**src/rtl/bus_pkg.sv**
```systemverilog
// bus_pkg: shared types and helpers for the master-to-slave route controller.
// Holds FSM states, slave_grant field positions, signal slots and a one-hot decoder.
package bus_pkg;

  typedef enum logic [1:0] {
    IDLE    = 2'd0,
    ACTIVE  = 2'd1,
    RELEASE = 2'd2
  } state_e;

  // slave_grant layout: valid flag in bit 0, 1-based slave number above it
  localparam int SG_VLD     = 0;
  localparam int SG_IDX_LSB = 1;

  // slot of each routed serial signal inside the 8-bit bundle
  localparam int SIG_N     = 8;
  localparam int SIG_RDY   = 0;
  localparam int SIG_VLD   = 1;
  localparam int SIG_RD    = 2;
  localparam int SIG_WR    = 3;
  localparam int SIG_ADDR  = 4;
  localparam int SIG_DATA  = 5;
  localparam int SIG_BURST = 6;
  localparam int SIG_DONE  = 7;

  // one-hot decoder: index of the single set bit, or a negative code
  localparam int OH_W     = 32;
  localparam int OH_NONE  = -1;
  localparam int OH_MULTI = -2;

  function automatic int oh_to_idx(input logic [OH_W-1:0] v);
    int idx;
    idx = OH_NONE;
    for (int i = 0; i < OH_W; i++) begin
      if (v[i]) idx = (idx == OH_NONE) ? i : OH_MULTI;
    end
    return idx;
  endfunction

endpackage

```
**src/rtl/route_timeout_ctr.sv**
```systemverilog
// route_timeout_ctr: inactivity counter for a locked route.
// Ports: clk, rst, clr_i (clear), inc_i (count one idle cycle), expire_o (last idle cycle).
module route_timeout_ctr #(
  parameter int TIMEOUT = 64
) (
  input  logic clk,
  input  logic rst,
  input  logic clr_i,
  input  logic inc_i,
  output logic expire_o
);

  localparam int CW = $clog2(TIMEOUT);
  localparam logic [CW-1:0] LAST = CW'(TIMEOUT - 1);

  logic [CW-1:0] cnt_q;
  logic [CW-1:0] cnt_d;

  always_comb begin
    cnt_d = cnt_q;
    if (clr_i) begin
      cnt_d = '0;
    end else if (inc_i) begin
      cnt_d = (cnt_q == LAST) ? '0 : cnt_q + 1'b1;
    end
  end

  always_ff @(posedge clk) begin
    if (rst) cnt_q <= '0;
    else     cnt_q <= cnt_d;
  end

  // fires on the TIMEOUT-th consecutive idle cycle
  assign expire_o = inc_i && !clr_i && (cnt_q == LAST);

endmodule

```
**src/rtl/master_route_ctrl.sv**
```systemverilog
// master_route_ctrl: registered master-to-slave router with route locking.
// Ports: grants in, 8 per-master serial signals in, 8 per-slave signals out, route status/errors out.
module master_route_ctrl
  import bus_pkg::*;
#(
  parameter int NUM_MASTERS = 2,
  parameter int NUM_SLAVES  = 3,
  parameter int TIMEOUT     = 64,
  parameter int SLV_IDX_W   = $clog2(NUM_SLAVES + 1),
  localparam int MW         = (NUM_MASTERS > 1) ? $clog2(NUM_MASTERS) : 1
) (
  input  logic                   clk,
  input  logic                   rst,
  input  logic [NUM_MASTERS-1:0] bus_grant,
  input  logic [SLV_IDX_W:0]     slave_grant,
  input  logic [NUM_MASTERS-1:0] m_master_ready,
  input  logic [NUM_MASTERS-1:0] m_master_valid,
  input  logic [NUM_MASTERS-1:0] m_read_en,
  input  logic [NUM_MASTERS-1:0] m_write_en,
  input  logic [NUM_MASTERS-1:0] m_tx_address,
  input  logic [NUM_MASTERS-1:0] m_tx_data,
  input  logic [NUM_MASTERS-1:0] m_tx_burst,
  input  logic [NUM_MASTERS-1:0] m_tx_done,
  output logic [NUM_SLAVES-1:0]  s_master_ready,
  output logic [NUM_SLAVES-1:0]  s_master_valid,
  output logic [NUM_SLAVES-1:0]  s_read_en,
  output logic [NUM_SLAVES-1:0]  s_write_en,
  output logic [NUM_SLAVES-1:0]  s_tx_address,
  output logic [NUM_SLAVES-1:0]  s_tx_data,
  output logic [NUM_SLAVES-1:0]  s_tx_burst,
  output logic [NUM_SLAVES-1:0]  s_tx_done,
  output logic                   route_busy,
  output logic [MW-1:0]          route_master,
  output logic [SLV_IDX_W-1:0]   route_slave,
  output logic                   grant_err,
  output logic                   timeout_err
);

  localparam logic [SLV_IDX_W-1:0] NS_MAX = SLV_IDX_W'(NUM_SLAVES);

  state_e                state_q, state_d;
  logic [MW-1:0]         mst_q, mst_d;
  logic [SLV_IDX_W-1:0]  slv_q, slv_d;
  logic                  busy_q, busy_d;
  logic                  gerr_q, gerr_d;
  logic                  terr_q, terr_d;
  logic [NUM_SLAVES-1:0] s_q [SIG_N];
  logic [NUM_SLAVES-1:0] s_d [SIG_N];

  int                    gidx;
  logic                  sg_vld;
  logic [SLV_IDX_W-1:0]  sg_num;
  logic                  sg_ok;
  logic [SIG_N-1:0]      sel_sig;
  logic                  fwd;
  logic                  tmo_clr;
  logic                  tmo_inc;
  logic                  tmo_exp;

  assign gidx   = oh_to_idx(OH_W'(bus_grant));
  assign sg_vld = slave_grant[SG_VLD];
  assign sg_num = slave_grant[SLV_IDX_W:SG_IDX_LSB];
  assign sg_ok  = (sg_num != '0) && (sg_num <= NS_MAX);

  // bundle of the locked master's eight serial signals
  assign sel_sig = {
    m_tx_done[mst_q],
    m_tx_burst[mst_q],
    m_tx_data[mst_q],
    m_tx_address[mst_q],
    m_write_en[mst_q],
    m_read_en[mst_q],
    m_master_valid[mst_q],
    m_master_ready[mst_q]
  };

  route_timeout_ctr #(
    .TIMEOUT (TIMEOUT)
  ) u_tmo (
    .clk      (clk),
    .rst      (rst),
    .clr_i    (tmo_clr),
    .inc_i    (tmo_inc),
    .expire_o (tmo_exp)
  );

  always_comb begin
    state_d = state_q;
    mst_d   = mst_q;
    slv_d   = slv_q;
    busy_d  = 1'b0;
    gerr_d  = 1'b0;
    terr_d  = 1'b0;
    fwd     = 1'b0;
    tmo_clr = 1'b1;
    tmo_inc = 1'b0;
    unique case (state_q)
      IDLE: begin
        if (gidx == OH_MULTI) begin
          gerr_d = 1'b1;
        end else if (gidx >= 0 && sg_vld) begin
          if (sg_ok) begin
            state_d = ACTIVE;
            mst_d   = MW'(gidx);
            slv_d   = sg_num;
            busy_d  = 1'b1;
          end else begin
            gerr_d = 1'b1;
          end
        end
      end
      ACTIVE: begin
        tmo_clr = sel_sig[SIG_VLD] | sel_sig[SIG_DONE];
        tmo_inc = ~tmo_clr;
        // done outranks expiry: expiry already requires done low
        if (sel_sig[SIG_DONE]) begin
          fwd     = 1'b1;
          state_d = RELEASE;
        end else if (tmo_exp) begin
          terr_d  = 1'b1;
          state_d = RELEASE;
        end else begin
          fwd    = 1'b1;
          busy_d = 1'b1;
        end
      end
      RELEASE: begin
        state_d = IDLE;
      end
      default: begin
        state_d = IDLE;
      end
    endcase
  end

  always_comb begin
    s_d = '{default: '0};
    for (int k = 0; k < SIG_N; k++) begin
      for (int j = 0; j < NUM_SLAVES; j++) begin
        s_d[k][j] = fwd & sel_sig[k] & (slv_q == SLV_IDX_W'(j + 1));
      end
    end
  end

  always_ff @(posedge clk) begin
    if (rst) begin
      state_q <= IDLE;
      mst_q   <= '0;
      slv_q   <= '0;
      busy_q  <= 1'b0;
      gerr_q  <= 1'b0;
      terr_q  <= 1'b0;
      s_q     <= '{default: '0};
    end else begin
      state_q <= state_d;
      mst_q   <= mst_d;
      slv_q   <= slv_d;
      busy_q  <= busy_d;
      gerr_q  <= gerr_d;
      terr_q  <= terr_d;
      s_q     <= s_d;
    end
  end

  assign s_master_ready = s_q[SIG_RDY];
  assign s_master_valid = s_q[SIG_VLD];
  assign s_read_en      = s_q[SIG_RD];
  assign s_write_en     = s_q[SIG_WR];
  assign s_tx_address   = s_q[SIG_ADDR];
  assign s_tx_data      = s_q[SIG_DATA];
  assign s_tx_burst     = s_q[SIG_BURST];
  assign s_tx_done      = s_q[SIG_DONE];
  assign route_busy     = busy_q;
  assign route_master   = mst_q;
  assign route_slave    = slv_q;
  assign grant_err      = gerr_q;
  assign timeout_err    = terr_q;

endmodule
```
**config.mk**
```make
export PLATFORM = sky130hd
export DESIGN_NAME = master_route_ctrl
export DESIGN_NICKNAME = d
export VERILOG_FILES = /design/src/rtl/bus_pkg.sv /design/src/rtl/route_timeout_ctr.sv /design/src/rtl/master_route_ctrl.sv
export SDC_FILE = /design/constraint.sdc
export NUM_CORES = 1
export LEC_CHECK = 0
export BUFFER_PORTS_ARGS = -buffer_cell sky130_fd_sc_hd__buf_2
export CAP_MARGIN = 0
export CORE_MARGIN = 10
export CORE_UTILIZATION = 30
export DETAILED_ROUTE_END_ITERATION = 10
export GPL_TIMING_DRIVEN = 0
export PLACE_DENSITY = 0.53
export SYNTH_ARGS = -nofsm -noshare
export SYNTH_HDL_FRONTEND = slang
export SYNTH_SLANG_ARGS = --single-unit
```
**constraint.sdc**
```tcl
create_clock -name clk -period 3.4 [get_ports clk]
set_input_delay 0.51 -clock clk [delete_from_list [all_inputs] [get_ports clk]]
set_output_delay 0.51 -clock clk [all_outputs]
set_load 0.02 [all_outputs]
```
==> summary.md, run 1 <==
| Metric | Value |
|---|---|
| Status | `complete, no violations` |
| Detailed router's first-iteration violation count | `22` |
| # nets final | `211` |
| Worst hold path type | `reg -> reg` |
| Post-synthesis xor/xnor area fraction | `between 2 and 3%` |
| Synth Area in Compound Gates | `6.171%` |
| Worst Path Arrival | `1.69 ns` |
| Syn-to-layout area delta | `33.58%` |
| Final period util | `45.09%` |
| CP top delay family | `simple AND/OR/NAND/NOR gates` |
| Initial antenna violation count | `0` |
| Die Ht | `87.80 um` |
| LEAKAGE | `0.8421 nW` |
| TritonCTS clock tree | `done` |
| RSZ-0062 raised after global routing | `false` |
| Peak supply drop | `~0.00017 V` |
| Post-Route WL | `3482 um` |
| Die area | `7708 um^2` |
| WL/cell | `14.69 um` |
| Most frequent cells in the layout | `52 x buf_2, 38 x dfxtp_1, 35 x nor2_1` |
| Vias in the first global route | `~1100` |
| Flops & latches, synth | `38` |
| Post-CTS sizing | `0` |
| Reg-to-reg slack, setup | `1.90 ns` |
| CP max stage delay | `0.32 ns` |
| PnR worst setup slack | `1.867 ns` |
| Largest family of logic cells by synthesized area | `simple AND/OR/NAND/NOR gates` |
| Place WS | `1.578 ns` |
| Slew headroom | `about 70%` |
| # port buffers | `51` |
| R2R depth | `5` |
| CTS Root Cell | `clkbuf_8` |
| Clk sinks | `38` |
| Clock Latency Late Sink | `between 0.2 and 0.3 ns` |
| Final Slew Violations | `0` |
| Die span in x | `87.80 um` |
| GRT overflow | `0` |
| Clk slew on worst S/H paths | `0.07 ns` |
| Core Region | `4414 um^2` |
| Mapped Nets | `153` |
| Post-Synthesis Cells | `126` |
| Share of cells above drive strength 1 | `37.30%` |
| Worst Hold Path EP | `u_tmo.cnt_q[0]$_SDFFE_PP0P_` |
| Mapped cell area | `roughly 1400 um^2` |
| Proportion of synthesized area in mux cells | `under 10%` |
| First-pass GRT wire length | `5616 um` |
| Crit. End Element | `flop` |
| Ant diodes | `0` |
| CP Max Fanout | `5` |
| H-Tree Depth | `2` |
| Netlist cell types | `30` |
| Max Clock Freq | `652.3 MHz` |
| Crit path max-delay cell type | `nor4_4` |
| Final hold vios | `0` |
| Core Util, Final | `a little over two fifths` |
| Avg Inst Size Synth | `around 11 um^2` |
| Antenna Nets Post-Route | `0` |
| Critical Path RT | `3.56 ns` |
| Final setup vio count | `0` |
| Pwr/cell area | `536.5 nW/um^2` |
| DRC | `0` |
| Commonest non-fill, non-tap cell in the layout | `buf_2` |
| CTS buffer count | `5` |
| CP Class | `in -> reg` |
| Clock skew | `0.002042 ns` |
| Simple-gate portion of the synthesized area | `between 20% and 30%` |
| Post-detail-place hpwl | `2795 um` |
| CTS Hold Bufs | `0` |
| Final TNS setup | `0 ns` |
| Tot GR Track Use | `9.432%` |
| Pre-antenna DRT Iters | `4` |
| Worst hold slack | `between 0.4 and 0.5 ns` |
| Vias per cell | `4.553` |
| Critical Path Start Type | `primary input` |
| Worst r2r dst | `state_q[0]$_SDFFE_PP0P_` |
| DR vias | `1079` |
| WHS Path Cells | `1` |
| Clock buffer depth | `2` |
| Combined buffer and inverter count along the critical path | `2` |
| Minimum clock period | `1.533 ns` |
| Row count | `24` |
| Seq/Total Area, Yosys | `a little under three fifths` |
| Hold Startpoint | `u_tmo.cnt_q[0]$_SDFFE_PP0P_` |
| Setup bufs post-CTS | `0` |
| GPL Wtd Cong | `0.6983` |
| Max cap viols | `0` |
| Largest net degree at the start of global routing | `13` |
| Initial Util | `31.24%` |
| Critical-path cell list | `buf_2 -> inv_1 -> ha_1 -> o211ai_1 -> nor4_4 -> mux2i_1 -> nor2_1` |
| Slew @ Worst Pin | `0.4497 ns` |
| Critical R2R Launch | `u_tmo.cnt_q[0]$_SDFFE_PP0P_` |
| Yosys warnings | `0` |
| Ports | `53` |
| Adder-Cell Fraction of Synth Area | `3.630%` |
==> power by group <==
group	switching (mW)	total [mW]	internal [mW]
sequential	0.00389	0.453	0.450
combinational	0.0399	0.0684	0.0285
clock	0.153	0.466	0.313
==> cell type report <==
| type | instances | area, um^2 |
|---|---|---|
| well taps | 52 | 65.06 |
| flip-flops and latches | 38 | 760.7 |
| repair buffers | 51 | 255.2 |
| multi-input cells | 80 | 579.3 |
| clock buffers | 6 | 82.58 |
| clock inverters | 2 | 60.06 |
| fillers | 454 | 2572 |
| inverters | 5 | 18.77 |
| plain buffers | 3 | 20.02 |
==> routing by layer <==
| layer | up-vias | global-route usage, % | routed length [um] | share of wire [%] |
|---|---|---|---|---|
| li1 | 540 | - | - | - |
| met3 | 2 | 5.200 | 400 | 11 |
| met4 | 0 | 3.043 | 13 | 0.37 |
| met1 | 496 | 10.45 | 1498 | 43 |
| met2 | 41 | 15.08 | 1569 | 45 |
| met5 | - | 0 | 0 | 0 |
==> cell usage after synthesis, drive strengths merged <==
library cell | instances | share of area, %
nor3b | 3 | 2.0
dfxtp | 38 | 55
o2111ai | 2 | 2.5
nand2b | 1 | 1.0
nand4b | 1 | 1.1
nor2b | 2 | 0.91
nand4 | 1 | 0.91
nor4 | 2 | 2.0
and2 | 1 | 0.45
and4b | 1 | 0.73
inv | 5 | 1.4
a211oi | 2 | 1.1
ha | 4 | 3.6
nor4b | 1 | 0.64
buf | 2 | 1.2
o211ai | 3 | 1.6
nand3 | 2 | 1.1
xnor2 | 2 | 1.3
xor2 | 2 | 1.3
clkbuf | 1 | 0.27
a31oi | 2 | 0.91
nor2 | 35 | 9.5
mux2i | 10 | 7.3
nor3 | 1 | 1.2
and3 | 2 | 0.91
==> worst max path at each step <==
stage / to / startpoint / slack [ns] / cells after the start
after floorplan: route_slave[0]$_SDFFE_PP0P_ / bus_grant[0] / 1.81 / 6
after global placement: route_slave[0]$_SDFFE_PP0P_ / bus_grant[0] / 1.64 / 7
after detailed placement: route_slave[0]$_SDFFE_PP0P_ / bus_grant[0] / 1.58 / 7
after CTS: route_slave[0]$_SDFFE_PP0P_ / bus_grant[0] / 1.87 / 7
after global routing: state_q[0]$_SDFFE_PP0P_ / u_tmo.cnt_q[0]$_SDFFE_PP0P_ / 1.77 / 5
final: route_slave[0]$_SDFFE_PP0P_ / bus_grant[0] / 1.87 / 7
==> flip-flops by register name (all words and copies together), names as in the netlist <==
register	flops
s_write_en	3
timeout_err	1
grant_err	1
s_master_valid	3
s_tx_done	3
state_q	2
s_master_ready	3
s_read_en	3
u_tmo.cnt_q	6
s_tx_burst	3
s_tx_data	3
route_slave	2
s_tx_address	3
route_master	1
route_busy	1
==> per-stage QoR <==
| stage | area [um^2] | power [mW] | instances |
|---|---|---|---|
| floorplan | 1379 | 0.5046 | 126 |
| global placement | 1699 | 0.5298 | 229 |
| detailed placement | 1699 | 0.5328 | 229 |
| CTS | 1842 | 1.005 | 237 |
| global route | 1842 | 1.037 | 237 |
| finish | 1842 | 0.9881 | 237 |
==> kinds of logic after synthesis <==
| kind of cell | after synthesis |
|---|---|
| buf+inv | 8 |
| fa+ha+maj | 4 |
| compound gates | 9 |
| mux | 10 |
| xor+xnor | 4 |
| flops | 38 |
| simple gates | 53 |
(Power assumes the default switching activity.)
==> inputs of run 2 (changes only) <==
==> constraint.sdc (replaced) <==
create_clock -name clk -period 1.6 [get_ports clk]
set_input_delay 0.24 -clock clk [delete_from_list [all_inputs] [get_ports clk]]
set_output_delay 0.24 -clock clk [all_outputs]
set_load 0.02 [all_outputs]
==> summary.md, run 2 (same netlist as run 1, synthesis figures left out) <==
| Metric | Value |
|---|---|
| DRC | `0` |
| Commonest non-fill, non-tap cell in the layout | `buf_2` |
| Total internal power | `about 1.7 mW` |
| H-Tree Depth | `2` |
| Worst hold path type | `in -> reg` |
| Clock buffer depth | `2` |
| Clock skew | `0.001340 ns` |
| Core Util, Final | `42.06%` |
| Worst Setup SP | `u_tmo.cnt_q[0]$_SDFFE_PP0P_` |
| Most frequent cells in the layout | `52 x buf_2, 38 x dfxtp_1, 35 x nor2_1` |
| Pre-antenna DRT Iters | `2` |
| DR vias | `1094` |
| Final TNS setup | `0 ns` |
| Crit. End Element | `flop` |
| Critical Path Start Type | `flop` |
| Vias per cell | `about 4.6` |
| First-pass GRT wire length | `5616 um` |
| Combinational share of power | `around 7.1%` |
| Post-CTS sizing | `0` |
| Register area | `760.7 um^2` |
| Hold Startpoint | `slave_grant[2]` |
| Slew headroom | `64.91%` |
| Critical Path RT | `1.77 ns` |
| Critical R2R Launch | `u_tmo.cnt_q[0]$_SDFFE_PP0P_` |
| CTS Hold Bufs | `0` |
| Core Region | `4414 um^2` |
| Worst r2r dst | `state_q[0]$_SDFFE_PP0P_` |
| CP Class | `reg -> reg` |
| LEAKAGE | `0.8406 nW` |
| Die area | `7708 um^2` |
| Post-detail-place hpwl | `between 2000 and 3000 um` |
| Fin area | `1857 um^2` |
| Row count | `24` |
| GRT overflow | `0` |
| Clock Power Share | `a little under half` |
| Place WS | `0.04750 ns` |
| Syn-to-layout area delta | `34.66%` |
| Final setup vio count | `0` |
| Post-route insts no fill | `about 240` |
| R2R depth | `5` |
| Minimum clock period | `1.495 ns` |
| Max cap viols | `0` |
| Top reg by flops | `u_tmo.cnt_q` |
| Dpl cells | `229` |
| WL/cell | `roughly 15 um` |
| Reg-to-reg slack, setup | `around 0.11 ns` |
| Setup crit end | `state_q[0]$_SDFFE_PP0P_` |
| Die span in x | `87.80 um` |
| Tot GR Track Use | `9.432%` |
| Final Slew Violations | `0` |
| # port buffers | `51` |
| Initial antenna violation count | `0` |
| Vias in the first global route | `1144` |
| Area of the multi-input gates | `594.3 um^2` |
| Worst hold slack | `0.2254 ns` |
| Worst Path Arrival | `1.66 ns` |
| Share of cells above drive strength 1 | `37.84%` |
| RSZ-0062 raised after global routing | `false` |
| Status | `complete, no violations` |
| Placed cell area | `1699 um^2` |
| Post-Route WL | `3529 um` |
| Clock Latency Late Sink | `0.29 ns` |
| Pwr/cell area | `~1100 nW/um^2` |
| # nets final | `211` |
| Fillers | `454` |
| GPL Wtd Cong | `approximately 0.7` |
| Largest net degree at the start of global routing | `13` |
| PnR worst setup slack | `around 0.11 ns` |
| Antenna Nets Post-Route | `0` |
| Clk sinks | `38` |
| Switching share of power | `about a fifth` |
| TritonCTS clock tree | `done` |
| Seq pwr share | `a little under half` |
| Detailed router's first-iteration violation count | `25` |
| Peak supply drop | `0.0003704 V` |
| Final period util | `93.43%` |
| Clk slew on worst S/H paths | `roughly 0.070 ns` |
| Ports | `53` |
| CP Max Fanout | `5` |
| Ant diodes | `0` |
| Setup bufs post-CTS | `0` |
| CTS buffer count | `5` |
| Initial Util | `a little under a third` |
| Final hold vios | `0` |
| Max reg flops | `6` |
| Die Ht | `87.80 um` |
| CTS Root Cell | `clkbuf_8` |
| Total power | `2.107 mW` |
| Max Clock Freq | `669.0 MHz` |
| Slew @ Worst Pin | `roughly 0.51 ns` |
| NetSw | `0.4248 mW` |
-- run 2: final cells by class --
cell class                 count  share of cell area [%]
buffer                         3                   1.078
multi-input combinational     80                   32.01
sequential                    38                   40.97
inverter                       5                   1.011
timing repair buffer          51                   13.75
tap                           52                   3.504
clock buffer                   6                   4.447
clock inverter                 2                   3.235
-- run 2: critical path, stage by stage, from the launching register on --
cell	delay, ns
dfxtp_1	0.35
ha_1	0.18
and3_1	0.28
o2111ai_4	0.23
a31oi_2	0.29
nor2_1	0.06
-- run 2: worst min path at each step --
stage	to	slack, ns	cells past startpoint
after floorplan	route_slave[0]$_SDFFE_PP0P_	0.39	2
after global placement	u_tmo.cnt_q[0]$_SDFFE_PP0P_	0.43	1
after detailed placement	u_tmo.cnt_q[0]$_SDFFE_PP0P_	0.44	1
after CTS	route_slave[1]$_SDFFE_PP0P_	0.21	3
after global routing	route_slave[1]$_SDFFE_PP0P_	0.23	3
final	route_slave[1]$_SDFFE_PP0P_	0.23	3
-- run 2: power groups by stage --
stage                     logic [mW]  registers [mW]  clock network (mW)
after global placement         0.140           0.986                   0
after CTS                      0.148           0.963                1.02
after detailed placement       0.147           0.985                   0
final                          0.149           0.964               0.994
after global routing           0.166           0.965                1.08
after floorplan               0.0780           0.994                   0
-- run 2: layer usage --
| layer | share of wire (%) | track usage [%] |
|---|---|---|
| met4 | 1.3 | 3.043 |
| met5 | 0 | 0 |
| met1 | 42 | 10.45 |
| met2 | 45 | 15.08 |
| met3 | 12 | 5.200 |
==> inputs of run 3 (changes only) <==
--- a/config.mk
+++ b/config.mk
@@ -5,6 +5,7 @@
 export SDC_FILE = /design/constraint.sdc
 export NUM_CORES = 1
 export LEC_CHECK = 0
+export ABC_AREA = 1
 export BUFFER_PORTS_ARGS = -buffer_cell sky130_fd_sc_hd__buf_2
 export CAP_MARGIN = 0
 export CORE_MARGIN = 10
==> summary.md, run 3 <==
| Metric | Value |
|---|---|
| Mapped Nets | `202` |
| Critical Path RT | `1.77 ns` |
| Synth area leaders | `dfxtp_1 51%, nand2_1 9.3%, nor2_1 8.8%` |
| PnR worst setup slack | `between 0.15 and 0.2 ns` |
| Largest family of logic cells by synthesized area | `simple AND/OR/NAND/NOR gates` |
| Total power | `roughly 1.9 mW` |
| CP Max Fanout | `10` |
| GPL Wtd Cong | `0.6976` |
| # port buffers | `51` |
| Syn-to-layout area delta | `30.03%` |
| Seq pwr share | `about half` |
| Final setup vio count | `0` |
| LEAKAGE | `about 0.9 nW` |
| Most common cell in the netlist | `dfxtp_1` |
| CTS Root Cell | `clkbuf_8` |
| Status | `complete, no violations` |
| Fin area | `1939 um^2` |
| Seq/Total Area, Yosys | `51.01%` |
| Initial Util | `a little under a third` |
| Core Region | `4786 um^2` |
| CP Class | `reg -> reg` |
| Pwr/cell area | `998.4 nW/um^2` |
| Row count | `25` |
| Switching share of power | `23.58%` |
| Most frequent cells in the layout | `53 x buf_2, 38 x dfxtp_1, 37 x nand2_1` |
| Post-route insts no fill | `301` |
| Slew headroom | `75.49%` |
| Async SR Flop Fraction | `0%` |
| Predominant post-synthesis flop cell | `dfxtp_1` |
| DRC | `0` |
| Vias per cell | `4.156` |
| Flops & latches, synth | `38` |
| Setup bufs post-CTS | `0` |
| Clk sinks | `38` |
| Post-synth top area share | `51.01%` |
| Ports | `53` |
| Pre-antenna DRT Iters | `4` |
| Total internal power | `1.480 mW` |
| GRT overflow | `0` |
| Antenna Nets Post-Route | `0` |
| Max reg flops | `6` |
| Worst Path Arrival | `between 1.5 and 2 ns` |
| Synth area leader | `dfxtp_1` |
| Synth Area in Compound Gates | `4.782%` |
| H-Tree Depth | `2` |
| Final hold vios | `0` |
| Max Clock Freq | `695.0 MHz` |
| Post-synth top cells | `38 x dfxtp_1, 37 x nand2_1, 35 x nor2_1, 14 x inv_1, 9 x nand3_2` |
| CTS buffer count | `5` |
| # nets final | `260` |
| Commonest non-fill, non-tap cell in the layout | `buf_2` |
| Ant diodes | `0` |
| Max cap viols | `0` |
| Core Util, Final | `a little over 40%` |
| Post-detail-place hpwl | `roughly 2900 um` |
| WL/cell | `11.90 um` |
| Yosys warnings | `0` |
| Die Ht | `just over 90 um` |
| Avg Inst Size Synth | `8.522 um^2` |
| Peak supply drop | `a little under 0.0008 V` |
| Simple-gate portion of the synthesized area | `35.07%` |
| Worst hold slack | `between 0.2 and 0.25 ns` |
| RSZ-0062 raised after global routing | `false` |
| Final TNS setup | `0 ns` |
| Mapped cell area | `1491 um^2` |
| Die span in x | `90.51 um` |
| CTS Hold Bufs | `0` |
| Clock Latency Late Sink | `0.29 ns` |
| Final Slew Violations | `0` |
| Minimum clock period | `roughly 1.4 ns` |
| Worst hold path type | `in -> reg` |
| Fillers | `509` |
| Clock Power Share | `41.0%` |
| DR vias | `1251` |
| Combinational share of power | `9.2%` |
| Clk slew on worst S/H paths | `0.07 ns` |
| Adder-Cell Fraction of Synth Area | `about 3.4%` |
| Post-Synthesis Cells | `175` |
| Placed cell area | `about 1800 um^2` |
| Post-Route WL | `approximately 3600 um` |
| Top reg by flops | `u_tmo.cnt_q` |
| Largest net degree at the start of global routing | `13` |
| Final period util | `between 80% and 90%` |
| Hold Startpoint | `rst` |
| Place WS | `~0.16 ns` |
| Vias in the first global route | `1296` |
| NetSw | `0.4567 mW` |
| Initial antenna violation count | `0` |
| Reg-to-reg slack, setup | `0.16 ns` |
| Die area | `8192 um^2` |
| Crit. End Element | `flop` |
| Critical R2R Launch | `u_tmo.cnt_q[0]$_SDFFE_PP0P_` |
| Share of cells above drive strength 1 | `36.32%` |
| Tot GR Track Use | `9.420%` |
| Clock buffer depth | `2` |
| Post-CTS sizing | `0` |
| Netlist cell types | `24` |
| Proportion of synthesized area in mux cells | `0%` |
| Critical Path Start Type | `flop` |
| Slew @ Worst Pin | `0.3667 ns` |
| Worst Setup SP | `u_tmo.cnt_q[0]$_SDFFE_PP0P_` |
| Clock skew | `0.006838 ns` |
| Dpl cells | `about 290` |
| First-pass GRT wire length | `6210 um` |
| TritonCTS clock tree | `done` |
| Detailed router's first-iteration violation count | `28` |
| Post-synthesis xor/xnor area fraction | `0.5872%` |
| EDFF count, synth | `0` |
==> run 3: cells by family (layout without fill, tap and decap cells) <==
logic type | after synthesis | after routing
buf+inv | 18 | 77
xor+xnor | 1 | 1
simple gates | 103 | 103
fa+ha+maj | 4 | 4
flops | 38 | 38
compound gates | 11 | 11
==> run 3: final timing paths <==
| path | end | cells past startpoint |
|---|---|---|
| setup / recovery | s_tx_burst[2]$_SDFF_PP0_ | 6 |
| hold reg to reg | u_tmo.cnt_q[0]$_SDFFE_PP0P_ | 1 |
| hold / removal | route_slave[0]$_SDFFE_PP0P_ | 2 |
| setup reg to reg | s_tx_burst[2]$_SDFF_PP0_ | 6 |
==> run 3: final cells by class <==
class                      count  area (um^2)  share of cell area, %
multi-input combinational    119        653.1                  33.68
buffer                         3        21.27                  1.097
clock buffer                   5        68.82                  3.548
sequential                    38        760.7                  39.23
clock inverter                 3        40.04                  2.065
inverter                      15        56.30                  2.903
timing repair buffer          51        255.2                  13.16
tap                           67        83.83                  4.323
==> run 3: layer usage <==
layer  global-route usage [%]  wire, um  vias to the layer above
met5                        0         0                        -
met4                    5.570        84                        0
met3                    3.491       234                        7
met2                    15.08      1663                       32
met1                    10.42      1600                      543
li1                         -         -                      669
==> run 3: power by group through the flow <==
stage	sequential (mW)	clock, mW	combinational [mW]
after floorplan	0.997	0	0.108
after global placement	0.987	0	0.180
after detailed placement	0.986	0	0.181
after CTS	0.964	0.810	0.182
after global routing	0.966	0.845	0.204
final	0.964	0.793	0.179
==> run 3: worst max-delay path, cell delays in order (launching register included) <==
cell and delay [ns]:
dfxtp_1 0.36, ha_1 0.17, nand3_1 0.11, nor2_1 0.27, nand3_4 0.23, nand3_2 0.14
nor2_1 0.05
